File: config.mk
export PLATFORM = sky130hd
export DESIGN_NAME = fpu_ss_hazard_unit
export DESIGN_NICKNAME = d
export VERILOG_FILES = /design/src/rtl/fpu_ss_hazard_unit.sv
export SDC_FILE = /design/constraint.sdc
export NUM_CORES = 1
export LEC_CHECK = 0
export BUFFER_PORTS_ARGS = -buffer_cell sky130_fd_sc_hd__buf_4
export CORE_MARGIN = 3
export CORE_UTILIZATION = 35
export CTS_CLUSTER_DIAMETER = 100
export DETAILED_ROUTE_END_ITERATION = 16
export GPL_TIMING_DRIVEN = 0
export RECOVER_POWER = 50
export SLEW_MARGIN = 20
export SYNTH_ARGS = -nofsm -noshare
export SYNTH_HDL_FRONTEND = slang
export SYNTH_SLANG_ARGS = --single-unit
File: constraint.sdc
create_clock -name clk_i -period 5.95 [get_ports clk_i]
set_clock_uncertainty 0.15 [all_clocks]
set_input_delay 0.2975 -clock clk_i [delete_from_list [all_inputs] [get_ports clk_i]]
set_output_delay 0.2975 -clock clk_i [all_outputs]
set_load 0.02 [all_outputs]
File: src/rtl/fpu_ss_hazard_unit.sv
`default_nettype none
// ============================================================================
// Module   : fpu_ss_hazard_unit
// Brief    : Counter-based RAW/WAW hazard, commit/kill and writeback tracker.
//            Define FPU_SS_HAZARD_FWD_EN to enable writeback-to-operand forwarding.
// Revision : 1.0
// ============================================================================
module fpu_ss_hazard_unit #(
   parameter int NUM_REGS  = 32,
   parameter int ID_WIDTH  = 4,
   parameter int CNT_WIDTH = 2,
   parameter int NUM_WB    = 2,
   localparam int RW       = $clog2(NUM_REGS),
   localparam int SW       = (NUM_WB > 1) ? $clog2(NUM_WB) : 1
) (
   input  logic                  clk_i,
   input  logic                  rst_ni,
   input  logic                  issue_valid_i,
   output logic                  issue_ready_o,
   input  logic [ID_WIDTH-1:0]   issue_id_i,
   input  logic [3*RW-1:0]       issue_rs_i,
   input  logic [2:0]            issue_rs_used_i,
   input  logic [RW-1:0]         issue_rd_i,
   input  logic                  issue_rd_fp_i,
   output logic                  issue_fire_o,
   output logic                  drop_o,
   input  logic                  commit_valid_i,
   input  logic [ID_WIDTH-1:0]   commit_id_i,
   input  logic                  commit_kill_i,
   input  logic [NUM_WB-1:0]     wb_valid_i,
   input  logic [NUM_WB-1:0]     wb_we_i,
   input  logic [NUM_WB*RW-1:0]  wb_rd_i,
   output logic [2:0]            fwd_en_o,
   output logic [3*SW-1:0]       fwd_sel_o,
   output logic                  busy_o,
   output logic                  err_o
);
   localparam int                   NUM_IDS   = 2**ID_WIDTH;
   localparam int                   c_DW      = $clog2(NUM_WB + 1);
   localparam int                   c_EW      = CNT_WIDTH + c_DW + 1;
   localparam logic [CNT_WIDTH-1:0] c_CNT_MAX = '1;

   logic [CNT_WIDTH-1:0] r_cnt [NUM_REGS];
   logic [NUM_IDS-1:0]   r_committed;
   logic [NUM_IDS-1:0]   r_killed;
   logic                 r_err;

   logic [c_DW-1:0]      w_dec     [NUM_REGS];
   logic [CNT_WIDTH-1:0] w_cnt_nxt [NUM_REGS];
   logic [NUM_REGS-1:0]  w_sat;
   logic [c_EW-1:0]      w_sum;
   logic [2:0]           w_fwd_ok;
   logic [2:0]           w_raw;
   logic [3*SW-1:0]      w_sel;
   logic                 w_kill_hit;
   logic                 w_commit_hit;
   logic                 w_waw;
   logic                 w_drop;
   logic                 w_fire;
   logic                 w_busy;

   // Number of writeback ports retiring each register this cycle
   always_comb begin
      for (int r = 0; r < NUM_REGS; r++) begin
         w_dec[r] = '0;
         for (int p = 0; p < NUM_WB; p++) begin
            if (wb_valid_i[p] && wb_we_i[p] && (wb_rd_i[p*RW +: RW] == RW'(r)))
               w_dec[r] = w_dec[r] + c_DW'(1);
         end
      end
   end

   always_comb begin
      w_fwd_ok = '0;
      w_sel    = '0;
      w_raw    = '0;
      for (int j = 0; j < 3; j++) begin
`ifdef FPU_SS_HAZARD_FWD_EN
         if (r_cnt[issue_rs_i[j*RW +: RW]] == CNT_WIDTH'(1)) begin
            for (int p = 0; p < NUM_WB; p++) begin
               if (!w_fwd_ok[j] && wb_valid_i[p] && wb_we_i[p] &&
                   (wb_rd_i[p*RW +: RW] == issue_rs_i[j*RW +: RW])) begin
                  w_fwd_ok[j]       = 1'b1;
                  w_sel[j*SW +: SW] = SW'(p);
               end
            end
         end
`endif
         w_raw[j] = issue_rs_used_i[j] && (r_cnt[issue_rs_i[j*RW +: RW]] != '0) && !w_fwd_ok[j];
      end
   end

   assign w_kill_hit   = commit_valid_i && commit_kill_i && (commit_id_i == issue_id_i);
   assign w_commit_hit = commit_valid_i && !commit_kill_i && (commit_id_i == issue_id_i);
   assign w_waw        = issue_rd_fp_i && (r_cnt[issue_rd_i] == c_CNT_MAX) && (w_dec[issue_rd_i] == '0);
   assign w_drop       = issue_valid_i && (r_killed[issue_id_i] || w_kill_hit);
   assign w_fire       = issue_valid_i && !(r_killed[issue_id_i] || w_kill_hit) &&
                         (r_committed[issue_id_i] || w_commit_hit) && !(|w_raw) && !w_waw;

   // Increment and decrement net out; anything leaving the range saturates and flags
   always_comb begin
      w_sat = '0;
      w_sum = '0;
      for (int r = 0; r < NUM_REGS; r++) begin
         w_sum = c_EW'(r_cnt[r]) + c_EW'(w_fire && issue_rd_fp_i && (issue_rd_i == RW'(r)));
         if (w_sum < c_EW'(w_dec[r])) begin
            w_cnt_nxt[r] = '0;
            w_sat[r]     = 1'b1;
         end else if ((w_sum - c_EW'(w_dec[r])) > c_EW'(c_CNT_MAX)) begin
            w_cnt_nxt[r] = c_CNT_MAX;
            w_sat[r]     = 1'b1;
         end else begin
            w_cnt_nxt[r] = CNT_WIDTH'(w_sum - c_EW'(w_dec[r]));
         end
      end
   end

   always_comb begin
      w_busy = 1'b0;
      for (int r = 0; r < NUM_REGS; r++)
         w_busy = w_busy | (r_cnt[r] != '0);
   end

   always_ff @(posedge clk_i or negedge rst_ni) begin
      if (!rst_ni) begin
         for (int r = 0; r < NUM_REGS; r++)
            r_cnt[r] <= '0;
         r_committed <= '0;
         r_killed    <= '0;
         r_err       <= 1'b0;
      end else begin
         for (int r = 0; r < NUM_REGS; r++)
            r_cnt[r] <= w_cnt_nxt[r];
         if (|w_sat)
            r_err <= 1'b1;
         if (commit_valid_i) begin
            if (commit_kill_i)
               r_killed[commit_id_i] <= 1'b1;
            else
               r_committed[commit_id_i] <= 1'b1;
         end
         // Leaving the head consumes the ID, overriding any same-cycle set
         if (w_drop || w_fire)
            r_committed[issue_id_i] <= 1'b0;
         if (w_drop)
            r_killed[issue_id_i] <= 1'b0;
      end
   end

   assign issue_fire_o  = w_fire;
   assign drop_o        = w_drop;
   assign issue_ready_o = w_fire || w_drop;
   assign fwd_en_o      = issue_valid_i ? (w_fwd_ok & issue_rs_used_i) : 3'b000;
   assign fwd_sel_o     = issue_valid_i ? w_sel : '0;
   assign busy_o        = w_busy;
   assign err_o         = r_err;

endmodule
`default_nettype wire

==> flow_summary.ini <==
[cts]
cts_tree = done
ctsLongestPathBuffers = 2
cts.sinks = 97
clk_latency_ns = 0.38
ctsRootBufferMaster = clkbuf_16
cts_htree_levels = 3
cts_buffers = 9
path_clk_slew_ns = 0.08

[cells_and_area]
final_layout_size_suffix_gt1_frac = 0.102
nets = 1667
seqCellArea_sq_mm = 0.00243
finish.utilization = 0.400
final_cell_mix = 229 x inv_1, 187 x nor2_1, 160 x ha_1
multi_input_area_sq_mm = 0.00791
final_common_cell = inv_1
area_delta_synth_final_pct = 11.2
fillCellCount = 3275

[global_routing]
grt_use_met1 = 0.302
grt_pass1_wl_mm = 58.6
antenna_found_initial = 1
grt-busiest-layer = met2
overflow = 0
grt_pass1_vias = 10100
gr-usage-met3 = 0.0435
grt_util_met2 = 0.328
grt_max_degree = 98
track_usage = 0.215

[floorplan]
num_io_pins = 62
die_y_microns = 187
die_w_microns = 187
start_util = 0.359
die-area_sq_mm = 0.0349
rows = 65
core_area_sq_mm = 0.0319

[synth]
synth.top_cell.area_share = 0.212
synth_fa_ha_area_frac = 0.286
ys_seq_area_frac = 0.212
syn_area_per_cell_sq_um = 8.58
ys_ff_latch = 97
ys_top_cells_by_area = dfrtp_1 21%, ha_1 17%, fa_1 11%
synth_cell_types = 56
synth_mux_area_frac = 0.0879
synth_compound_area_frac = 0.115
async_flop_share = 1.00
yosys_warnings = 0
synth_area_sq_mm = 0.0115
synth_top_family_by_area = adder cells
synthesis.instances = 1336
synth_xor_xnor_area_share = 0.00306
synth-main-ff-cell = dfrtp_1
synth-simple-area-share = 0.189
synth_edf_count = 0
yosysTopAreaCell = dfrtp_1

[placed_design]
gp_congestion = 0.946
pre_cts_ws_ns = -1.01
numPortBuffers = 40
dp_hpwl_mm = 29.9

[hold_path]
min-delay-start = commit_id_i[3]
min_path_cells = 4
hold_path.class = input port to flip-flop
min_to = r_committed[13]$_DFF_PN0_

[timing]
slew_viol_final = 98
hold_viol_final = 0
setup_violations = 0
period_needed_ns = 5.86
fmax_mhz = 171
worst_slack_ns = 0.0942
worst_pin_slew_ns = 2.72
rsz0062_at_grt = false
fin_crit_sh = 0.984
max_slew_margin = -0.814

[power]
ir_drop_mv = 0.159
power.total_mw = 3.34
power.leakage_nw = 5.75
pwr_density_cell_mw_per_mm2 = 262

[worst_setup_path]
cp_slowest_stage_delay_ns = 0.51
reg2reg_to = err_o$_DFFE_PN0P_
cp_data_arrival_time_ns = 5.91
slowest_stage = nor4_1
cp.depth = 27
critPathKind = input port to flip-flop
crit_fanout = 10
rrSetupSlack_ns = 0.36
critPathBufInv = 7
r2r-start = r_killed[15]$_DFF_PN0_
worst-endpoint-required_ns = 6.01
crit_path_end_kind = flip-flop
crit_family = simple AND/OR/NAND/NOR gates
crit_path_start_kind = input port
worst-r2r-cell-count = 21

[detailed_routing]
vias = 10400
wl_mm = 37.5
wire_per_inst_microns = 20.4
drt-initial-drc-count = 1054
drc = 0
viasPerCell = 5.70
ant_nets = 0
firstDrtPassIters = 7

[outcome]
violations = max-capacitance violations, max-slew violations
status = complete, but fails checks

[job]
cap_violations = 1
state kept, by name, indices dropped and copies added (netlist names):
signal,flops
r_committed,16
r_cnt,64
r_killed,16
err_o,1
worst reg2reg max path: stages (launching register included):
cell and delay [ns]:
dfrtp_1 0.39, mux4_2 0.48, a32oi_1 0.30, nand3_1 0.18, or4_1 0.55, or3_1 0.33
buf_6 0.16, buf_8 0.15, nor4_1 0.34, ha_1 0.18, inv_1 0.04, ha_1 0.18
inv_1 0.08, fa_1 0.17, inv_1 0.04, ha_1 0.20, nor4_1 0.51, nand2_1 0.26
nor4_1 0.23, nand4_1 0.14, nor2_1 0.22, nand4_1 0.14
routing by layer:
layer | share of wire | wire length [microns]
met1 | 0.43 | 16200
met2 | 0.44 | 16600
met3 | 0.087 | 3280
met4 | 0.036 | 1360
met5 | 0.00048 | 18
final cells by class:
type                            count  area share
Antenna cell                        1    0.000196
Multi-Input combinational cell    948       0.621
Timing Repair Buffer               43      0.0250
Tap cell                          435      0.0427
Clock buffer                        9      0.0177
Clock inverter                      7     0.00717
Inverter                          232      0.0683
Sequential cell                    97       0.190
Buffer                             61      0.0274
worst max path at each step:
stage / from / slack [ns] / to
detailed placement: wb_rd_i[8] / -1.01 / err_o$_DFFE_PN0P_
CTS: wb_rd_i[8] / 0.10 / err_o$_DFFE_PN0P_
finish: wb_rd_i[1] / 0.09 / err_o$_DFFE_PN0P_
global route: wb_rd_i[1] / 0.03 / err_o$_DFFE_PN0P_
floorplan: wb_rd_i[8] / 0.81 / err_o$_DFFE_PN0P_
global placement: wb_rd_i[8] / -0.94 / err_o$_DFFE_PN0P_
Yosys cell counts, types with 3 or more instances:
| library cell | n |
|---|---|
| nor4_1 | 59 |
| nand2b_1 | 13 |
| buf_6 | 4 |
| dfrtp_1 | 97 |
| a2111oi_0 | 3 |
| ha_1 | 160 |
| nand4_1 | 14 |
| xor2_1 | 4 |
| buf_2 | 10 |
| buf_8 | 4 |
| o22ai_1 | 3 |
| fa_1 | 64 |
| nand3_1 | 18 |
| mux2_2 | 6 |
| inv_1 | 229 |
| nor2b_1 | 13 |
| buf_1 | 5 |
| o31a_1 | 16 |
| nor2_1 | 187 |
| nor3_1 | 37 |
| a41oi_1 | 5 |
| a31oi_1 | 67 |
| nand2_1 | 101 |
| or3_1 | 5 |
| clkbuf_1 | 34 |
| buf_4 | 6 |
| and2_1 | 6 |
| nor3b_1 | 6 |
| o21ai_0 | 3 |
| a211oi_1 | 4 |
| a21oi_1 | 37 |
| o31ai_1 | 34 |
| inv_2 | 3 |
| o32ai_1 | 3 |
| mux2i_1 | 8 |
| mux4_2 | 37 |
| o41ai_1 | 3 |
cell families after synthesis:
group / Yosys count
and+or+nand+nor: 469
buffers and inverters: 296
adders and majority gates: 224
AOI/OAI and AO/OA: 193
DFF: 97
muxes: 52
xor gates and xnor gates: 4
other: 1
per-stage QoR:
stage	instances	setup TNS, ns	hold slack (ns)	cell area, sq um
final	1833	0	0.293	12700
after floorplan	1341	0	-0.148	11500
after global placement	1816	-0.944	0.377	12300
after detailed placement	1816	-1.01	0.366	12300
after CTS	1835	0	0.277	12700
after global routing	1832	0	0.305	12700
report_power, final:
| part | total (mW) | internal [mW] | leakage (nW) | switching [mW] |
|---|---|---|---|---|
| Sequential | 1.16 | 0.911 | 0.992 | 0.248 |
| Combinational | 1.51 | 0.643 | 4.60 | 0.868 |
| Clock | 0.672 | 0.341 | 0.154 | 0.331 |
| Total | 3.34 | 1.90 | 5.75 | 1.45 |
timing repair:
action                                  in CTS  in global routing
endpoints found under the hold margin       97                  0
hold buffers                                 1                  0
pin swaps                                    1                  0
gates cloned                                 0                  0
gates resized for setup                     10                 12
endpoints found under the setup margin       1                  1
setup buffers                                2                  0
No activity file was read; power rests on OpenSTA's default activity.
